<file path="src/rtl/multi_channel_scan_mux_pkg.sv">
// Shared types and constants for the multi-channel scan multiplexer.
// Latency: n/a (declarations only).
// Backpressure: none; the mux is a free-running registered path.
package mux_scan_pkg;

  // Operating state applied at each clock edge, derived from E and MODE.
  typedef enum logic [1:0] {
    ST_DIS  = 2'd0,
    ST_MAN  = 2'd1,
    ST_SCAN = 2'd2
  } state_t;

  // Encoding of the MODE input.
  localparam logic MODE_MANUAL = 1'b0;
  localparam logic MODE_SCAN   = 1'b1;

endpackage

</file>
<file path="src/rtl/multi_channel_scan_mux_scan_counter.sv">
// Dwell counter plus wrapping channel counter with load, hold/clear and a step pulse.
// Latency: registered, 1 cycle; ch_nxt_o is the combinational next channel.
// Backpressure: none; load takes priority over scan, otherwise channel holds and dwell clears.
module scan_counter #(
  parameter  int NCH   = 4,
  parameter  int DWELL = 8,
  localparam int SW    = $clog2(NCH),
  localparam int DW    = $clog2(DWELL) + 1
) (
  input  logic          clk_i,
  input  logic          rst_i,
  input  logic          load_i,
  input  logic [SW-1:0] load_ch_i,
  input  logic          scan_i,
  input  logic          restart_i,
  output logic [SW-1:0] ch_o,
  output logic [SW-1:0] ch_nxt_o,
  output logic          step_o
);

  logic [DW-1:0] dwell_q, dwell_d, dwell_cur;
  logic [SW-1:0] ch_q, ch_d;
  logic          step_q, step_d;

  // Next channel / dwell / step; a fresh scan entry always counts from dwell zero.
  always_comb begin
    dwell_cur = restart_i ? '0 : dwell_q;
    dwell_d   = '0;
    ch_d      = ch_q;
    step_d    = 1'b0;
    if (load_i) begin
      ch_d   = load_ch_i;
      step_d = (load_ch_i != ch_q);
    end else if (scan_i) begin
      if (dwell_cur == DW'(DWELL - 1)) begin
        ch_d   = (ch_q == SW'(NCH - 1)) ? '0 : ch_q + 1'b1;
        step_d = 1'b1;
      end else begin
        dwell_d = dwell_cur + 1'b1;
      end
    end
  end

  // Counter state registers with synchronous reset.
  always_ff @(posedge clk_i) begin
    if (rst_i) begin
      dwell_q <= '0;
      ch_q    <= '0;
      step_q  <= 1'b0;
    end else begin
      dwell_q <= dwell_d;
      ch_q    <= ch_d;
      step_q  <= step_d;
    end
  end

  assign ch_o     = ch_q;
  assign ch_nxt_o = ch_d;
  assign step_o   = step_q;

endmodule

</file>
<file path="src/rtl/multi_channel_scan_mux.sv">
// Registered N-channel x W-bit mux with active-low enable, manual select and auto-scan.
// Latency: 1 cycle from inputs to Y/CH/VALID/STEP.
// Backpressure: none; E=1 forces Y/VALID low while CH holds.
module multi_channel_scan_mux #(
  parameter  int WIDTH = 4,
  parameter  int NCH   = 4,
  parameter  int DWELL = 8,
  localparam int SW    = $clog2(NCH)
) (
  input  logic                 CLK,
  input  logic                 RST,
  input  logic [NCH*WIDTH-1:0] D,
  input  logic [SW-1:0]        S,
  input  logic                 MODE,
  input  logic                 E,
  output logic [WIDTH-1:0]     Y,
  output logic [SW-1:0]        CH,
  output logic                 VALID,
  output logic                 STEP
);
  import mux_scan_pkg::*;

  state_t           st_q, st_d;
  logic             s_ok, load, scan, restart, valid_d;
  logic [SW-1:0]    ch_nxt;
  logic [WIDTH-1:0] sel, y_d, y_q;
  logic             valid_q;

  // Next state and per-edge control decode; S beyond NCH-1 is treated as no channel.
  always_comb begin
    st_d = ST_SCAN;
    if (E) begin
      st_d = ST_DIS;
    end else if (MODE == MODE_MANUAL) begin
      st_d = ST_MAN;
    end
    s_ok    = ({1'b0, S} < (SW + 1)'(NCH));
    load    = (st_d == ST_MAN) && s_ok;
    scan    = (st_d == ST_SCAN);
    restart = (st_q != ST_SCAN);
    valid_d = load || scan;
  end

  scan_counter #(
    .NCH   (NCH),
    .DWELL (DWELL)
  ) u_cnt (
    .clk_i     (CLK),
    .rst_i     (RST),
    .load_i    (load),
    .load_ch_i (S),
    .scan_i    (scan),
    .restart_i (restart),
    .ch_o      (CH),
    .ch_nxt_o  (ch_nxt),
    .step_o    (STEP)
  );

  // Data follows the next channel so Y always matches CH after the edge.
  always_comb begin
    sel = D[int'(ch_nxt)*WIDTH +: WIDTH];
    y_d = valid_d ? sel : '0;
  end

  // State and output registers with synchronous reset.
  always_ff @(posedge CLK) begin
    if (RST) begin
      st_q    <= ST_DIS;
      y_q     <= '0;
      valid_q <= 1'b0;
    end else begin
      st_q    <= st_d;
      y_q     <= y_d;
      valid_q <= valid_d;
    end
  end

  assign Y     = y_q;
  assign VALID = valid_q;

endmodule

</file>
<file path="config.mk">
export PLATFORM = sky130hd
export DESIGN_NAME = multi_channel_scan_mux
export DESIGN_NICKNAME = d
export VERILOG_FILES = /design/src/rtl/multi_channel_scan_mux_pkg.sv /design/src/rtl/multi_channel_scan_mux_scan_counter.sv /design/src/rtl/multi_channel_scan_mux.sv
export SDC_FILE = /design/constraint.sdc
export NUM_CORES = 1
export LEC_CHECK = 0
export CELL_PAD_IN_SITES_DETAIL_PLACEMENT = 1
export CELL_PAD_IN_SITES_GLOBAL_PLACEMENT = 2
export CORE_MARGIN = 4
export CORE_UTILIZATION = 25
export CTS_BUF_LIST = sky130_fd_sc_hd__clkbuf_2
export CTS_CLUSTER_DIAMETER = 50
export CTS_CLUSTER_SIZE = 14
export DETAILED_ROUTE_END_ITERATION = 8
export GPL_ROUTABILITY_DRIVEN = 0
export PLACE_DENSITY_LB_ADDON = 0.1
export SLEW_MARGIN = 40
export SYNTH_ARGS = -nofsm -noshare
export SYNTH_HDL_FRONTEND = slang
export SYNTH_SLANG_ARGS = --single-unit
</file>
<file path="constraint.sdc">
create_clock -name CLK -period 2.5 [get_ports CLK]
set_clock_uncertainty 0.15 [all_clocks]
set_input_delay 0.5 -clock CLK [delete_from_list [all_inputs] [get_ports CLK]]
set_output_delay 0.5 -clock CLK [all_outputs]
set_load 0.1 [all_outputs]
</file>
# == Yosys cells after proc, flatten, opt, wreduce, memory -nomap -nowiden ==
# Cells that the tools add are included.
# totals
ff_bits,14
input_bits,22
out_inout_bits,8
# op_classes
add_sub_neg,2
eq_ne,6
n_shift,1
mux,10
bitwise,2
n_reduce_logical,3
# op_table
op,n
$shiftx 16x5->4,1
$mux 2,6
$add 4x1->4 const B,1
$eq 2x2->1 const B,2
$eq 4x3->1 const B,1
$mux 4,1
$reduce_or 4->1,1
$mux 1,3
$add 2x1->2 const B,1
$eq 2x1->1 const B,1
$ne 2x2->1,1
$ne 2x2->1 const B,1
$not 1->1,2
$reduce_or 2->1,1
$logic_or 1x1->1,1

# == Depth between registers and ports, before layout ==
# depth
depth_word,7
ltp_mapped,9
ltp_nobuf,8

# == Cells and area by module ==
# A second synthesis with hierarchy kept.
# unflattened
hier_cells,68
hier_area_um2,689.4
# by_module_without_submodules
module,instances,cells_each,area_per_inst_um2
scan_counter,1,40,390.4
multi_channel_scan_mux,1,28,299.0

# == Least setup slack after synthesis ==
# OpenSTA, ideal clock, no wires.
# synth_path
path_kind,register -> register
startpoint,register u_cnt.ch_q[0] (netlist: u_cnt.ch_o[0])
endpoint,register y_q[2] (netlist: Y[2])
arrival_ns,1.957
t_required_ns,2.228
slack_ns,0.270
path_stages_with_launch,7
path_buffers,1
cell_sequence,dfxtp_1 ha_1 nand4_1 o211ai_2 buf_6 mux2i_1 o22ai_1
# synth_between
elab_chain_len,6
elab_cells_between_ends,7
classes_between,add/sub: 1; eq/ne: 1; shift: 1; mux: 4
# synth_rtl
item,line,rtl
start: declaration,multi_channel_scan_mux_scan_counter.sv:22,"logic [SW-1:0] ch_q, ch_d;"
start signal: assignment,multi_channel_scan_mux_scan_counter.sv:52,ch_q <= ch_d;
$add 2x1->2 or $eq 2x2->1 (tied branches),multi_channel_scan_mux_scan_counter.sv:36,ch_d = (ch_q == SW'(NCH - 1)) ? '0 : ch_q + 1'b1;
$mux 2,multi_channel_scan_mux_scan_counter.sv:36,
$mux 2,multi_channel_scan_mux_scan_counter.sv:35,if (dwell_cur == DW'(DWELL - 1)) begin
$mux 2 *,multi_channel_scan_mux_scan_counter.sv:34,end else if (scan_i) begin
$mux 2 *,multi_channel_scan_mux_scan_counter.sv:31,if (load_i) begin
$shiftx 16x5->4 *,multi_channel_scan_mux.sv:61,sel = D[int'(ch_nxt)*WIDTH +: WIDTH];
end signal: assignment,multi_channel_scan_mux.sv:73,y_q <= y_d;
end: declaration,multi_channel_scan_mux.sv:26,"logic [WIDTH-1:0] sel, y_d, y_q;"
# Every way passes the cells marked *; elsewhere a longest branch is shown, timed or not.
# A chain may end at the register's enable or synchronous reset.

# == Worst setup path in the final report ==
# layout_path
startpoint,register st_q[0]
endpoint,register y_q[3] (netlist: Y[3])
# layout_between
elab_chain_len,7
# layout_rtl
item,line,rtl
start: declaration,multi_channel_scan_mux.sv:23,"state_t st_q, st_d;"
start signal: assignment,multi_channel_scan_mux.sv:72,st_q <= st_d;
$ne 2x2->1,multi_channel_scan_mux.sv:40,restart = (st_q != ST_SCAN);
$mux 4,multi_channel_scan_mux_scan_counter.sv:27,dwell_cur = restart_i ? '0 : dwell_q;
$eq 4x3->1,multi_channel_scan_mux_scan_counter.sv:35,
$mux 2,multi_channel_scan_mux_scan_counter.sv:35,
$mux 2,multi_channel_scan_mux_scan_counter.sv:34,
$mux 2,multi_channel_scan_mux_scan_counter.sv:31,
$shiftx 16x5->4,multi_channel_scan_mux.sv:61,
# Every way passes these cells.

==> impl_metrics.py <==
metrics = {
    "flow_run": {
        "max_cap_violations": 0,
    },
    "cts": {
        "clkSinkCount": 14,
        "cts_tree": "yes",
        "clk_latency_ns": 0.28,
        "cts_made_buffers": 3,
        "htreeDepth": 1,
        "cts_buffer_depth": 2,
        "clkTransAtPathRegs_ns": 0.15,
        "cts_root_buffer": "clkbuf_2",
    },
    "synth": {
        "yosysTopAreaCell": "dfxtp_1",
        "syn_inst": 69,
        "syn_nets": 93,
        "synthDistinctLibCells": 30,
        "ys_warn_count": 0,
        "synth_area_per_cell_um2": 10.1,
        "synth_ff_type": "dfxtp_1",
        "async_flop_share_pct": 0,
        "synth-xor-area-share_pct": 5.03,
        "synth_top_family_by_area": "simple AND/OR/NAND/NOR gates",
        "synth-seq-cells": 14,
        "synth_area_leaders": "dfxtp_1, mux2i_1, and2_1",
        "synth-compound-area-share_pct": 12.0,
        "synthMuxAreaShare_pct": 11.5,
        "synthesis.area_um2": 697,
        "yosysMostFrequentCell": "dfxtp_1",
        "synth_edf_count": 0,
        "synthTopCellsByCount": "dfxtp_1, mux2i_1, nand2_1",
        "yosysSeqAreaShare_pct": 40.2,
        "synth_top_area_share_pct": 40.2,
        "yosys.area_share.simple_pct": 25.3,
        "synth_fa_ha_area_share_pct": 3.59,
    },
    "die": {
        "core-area_um2": 2570,
        "die-area_um2": 3700,
        "die_h_um": 60.8,
        "start_util_pct": 27.1,
        "core.rowCount": 18,
        "boundaryPins": 30,
        "fp.dieW_um": 60.8,
    },
    "drt": {
        "drtAntennaViolNets": 0,
        "routed_wl_mm": 1.67,
        "drtPass1Iterations": 3,
        "viasPerCell": 4.62,
        "drt_iter0_markers": 4,
        "route.detailed.drc": 0,
        "post_drt_wl_per_cell_um": 12.8,
        "vias": 600,
    },
    "global_route": {
        "met3_usage_pct": 5.74,
        "gr-usage-met1_pct": 11.5,
        "antenna_found_initial": 0,
        "grt_max_degree": 10,
        "grt-ovfl-total": 0,
        "grt_pass1_vias": 649,
        "global_route.peak_usage_layer": "met2",
        "grt_pass1_wl_mm": 2.86,
        "track_usage_pct": 10.5,
        "gr-usage-met2_pct": 17.7,
    },
    "power": {
        "ir_drop_mv": 0.251,
        "p_per_area_nw_per_um2": 499,
        "power_leakage_nw": 0.401,
    },
    "timing": {
        "slew_violations": 0,
        "period_share_pct": 93.4,
        "tightestPinTransition_ns": 0.416,
        "finalSetupTns_ns": 0,
        "rsz0062_at_grt": "no",
        "slew_headroom_pct": 72.2,
        "whs_ns": 0.427,
        "setup_viol": 0,
        "finalHoldViolCount": 0,
        "fin_crit_ns": 2.33,
        "max_freq_mhz": 428,
    },
    "placed_design": {
        "io_buffers": 29,
        "placedInstanceArea_um2": 988,
        "dp_hpwl_mm": 1.35,
        "placed_cells": 126,
    },
    "worst_setup_path": {
        "rr_endpoint": "Y[3]$_SDFF_PP0_",
        "r2r-start": "st_q[0]$_SDFF_PP0_",
        "critPathKind": "flip-flop to flip-flop",
        "worstPathMaxFanout": 9,
        "timing.reg2reg.setup_slack_ns": 0.17,
        "end_kind": "flip-flop",
        "arrival_ns": 2.37,
        "crit_path_start_kind": "flip-flop",
        "required_ns": 2.54,
        "worst-r2r-cell-count": 8,
    },
    "status": {
        "outcome": "complete, no violations",
    },
    "cells_and_area": {
        "postLayoutCellArea_um2": 1020,
        "drive_above_1_share_pct": 20.0,
        "areaGrowthSynthToFinish_pct": 45.8,
        "diodes": 0,
        "nets": 125,
        "fin_util_pct": 39.6,
        "layoutNonFillerInstCount": 130,
    },
    "min_path": {
        "hold_end": "u_cnt.dwell_q[3]$_SDFF_PP0_",
        "min_path_type": "flip-flop to flip-flop",
        "worstHoldStart": "u_cnt.dwell_q[3]$_SDFF_PP0_",
        "min_path_cells": 3,
    },
}
placed cells by master (no fill, tap or decap):
cell type         n
a21boi_2          1
a221oi_2          1
a22oi_1           1
and2_1            4
and2_4            1
and2b_2           1
and3_1            1
and4bb_4          1
buf_4             8
clkbuf_2          3
clkdlybuf4s50_1  21
clkinv_1          1
dfxtp_1          14
ha_1              2
mux2i_1           8
nand2_1           6
nand2_2           1
nand2b_1          1
nand2b_2          1
nand3_1           1
nand4_1           1
nor2_1            5
nor2_4            1
nor2b_1           2
nor3_1            1
nor4b_1           1
o211ai_4          1
o21ai_0           1
o22ai_1           4
o31ai_1           1
xnor2_1           2
xor2_1            2
where the power goes:
part	total, mW	internal (mW)	switching, mW
combinational	0.155	0.0618	0.0928
sequential	0.239	0.233	0.00564
clock	0.114	0.0348	0.0793
total	0.507	0.330	0.178
layer usage:
layer / routed length [um] / up-vias / part of all wire (%)
li1: - / 305 / -
met1: 701 / 273 / 42
met2: 812 / 20 / 49
met3: 136 / 2 / 8.2
met4: 17 / 0 / 1.0
met5: 0 / - / 0
worst max-delay path by stage:
stage / startpoint / end / cells after the start
after floorplan: u_cnt.ch_o[0]$_SDFF_PP0_ / Y[2]$_SDFF_PP0_ / 6
after global placement: st_q[0]$_SDFF_PP0_ / Y[1]$_SDFF_PP0_ / 8
after detailed placement: st_q[0]$_SDFF_PP0_ / Y[1]$_SDFF_PP0_ / 8
after CTS: st_q[0]$_SDFF_PP0_ / Y[1]$_SDFF_PP0_ / 8
after global routing: st_q[0]$_SDFF_PP0_ / Y[1]$_SDFF_PP0_ / 8
final: st_q[0]$_SDFF_PP0_ / Y[3]$_SDFF_PP0_ / 8
repair_timing:
action,CTS,global route
setup endpoints to repair,1,1
pin swaps,0,1
hold endpoints to repair,0,0
hold buffers,0,0
buffers inserted,0,0
gates resized for setup,1,0
logic make-up (layout without fill, tap and decap cells):
| logic type | after synthesis | after routing |
|---|---|---|
| and+or+nand+nor | 29 | 29 |
| DFF | 14 | 14 |
| AOI/OAI and AO/OA | 10 | 10 |
| muxes | 8 | 8 |
| xor gates and xnor gates | 4 | 4 |
| adders and majority gates | 2 | 2 |
| buffers and inverters | 2 | 33 |
per-stage QoR:
step / setup WS (ns) / total power [mW]
2_1_floorplan: 0.270 / 0.344
3_3_place_gp: 0.0800 / 0.398
3_5_place_dp: 0.0139 / 0.399
4_1_cts: 0.122 / 0.518
5_1_grt: 0.0108 / 0.535
6_report: 0.166 / 0.507
state kept, by name (all words and copies together), names as in the netlist:
name,count
u_cnt.step_o,1
VALID,1
Y,4
u_cnt.ch_o,2
st_q,2
u_cnt.dwell_q,4
critical path: stages, from the launching register on:
cell and delay, ns:
dfxtp_1 0.35, and2b_2 0.24, and2_1 0.18, ha_1 0.23, and4bb_4 0.23, and2_4 0.17, o211ai_4 0.36, mux2i_1 0.25
o22ai_1 0.09
final cells by class:
class	count	area, um^2
Multi-Input combinational cell	53	409
Clock inverter	1	3.75
Fill cell	311	1550
Clock buffer	3	15.0
Tap cell	30	37.5
Sequential cell	14	280
Timing Repair Buffer	29	270
Power figures use the tool's default switching activity.
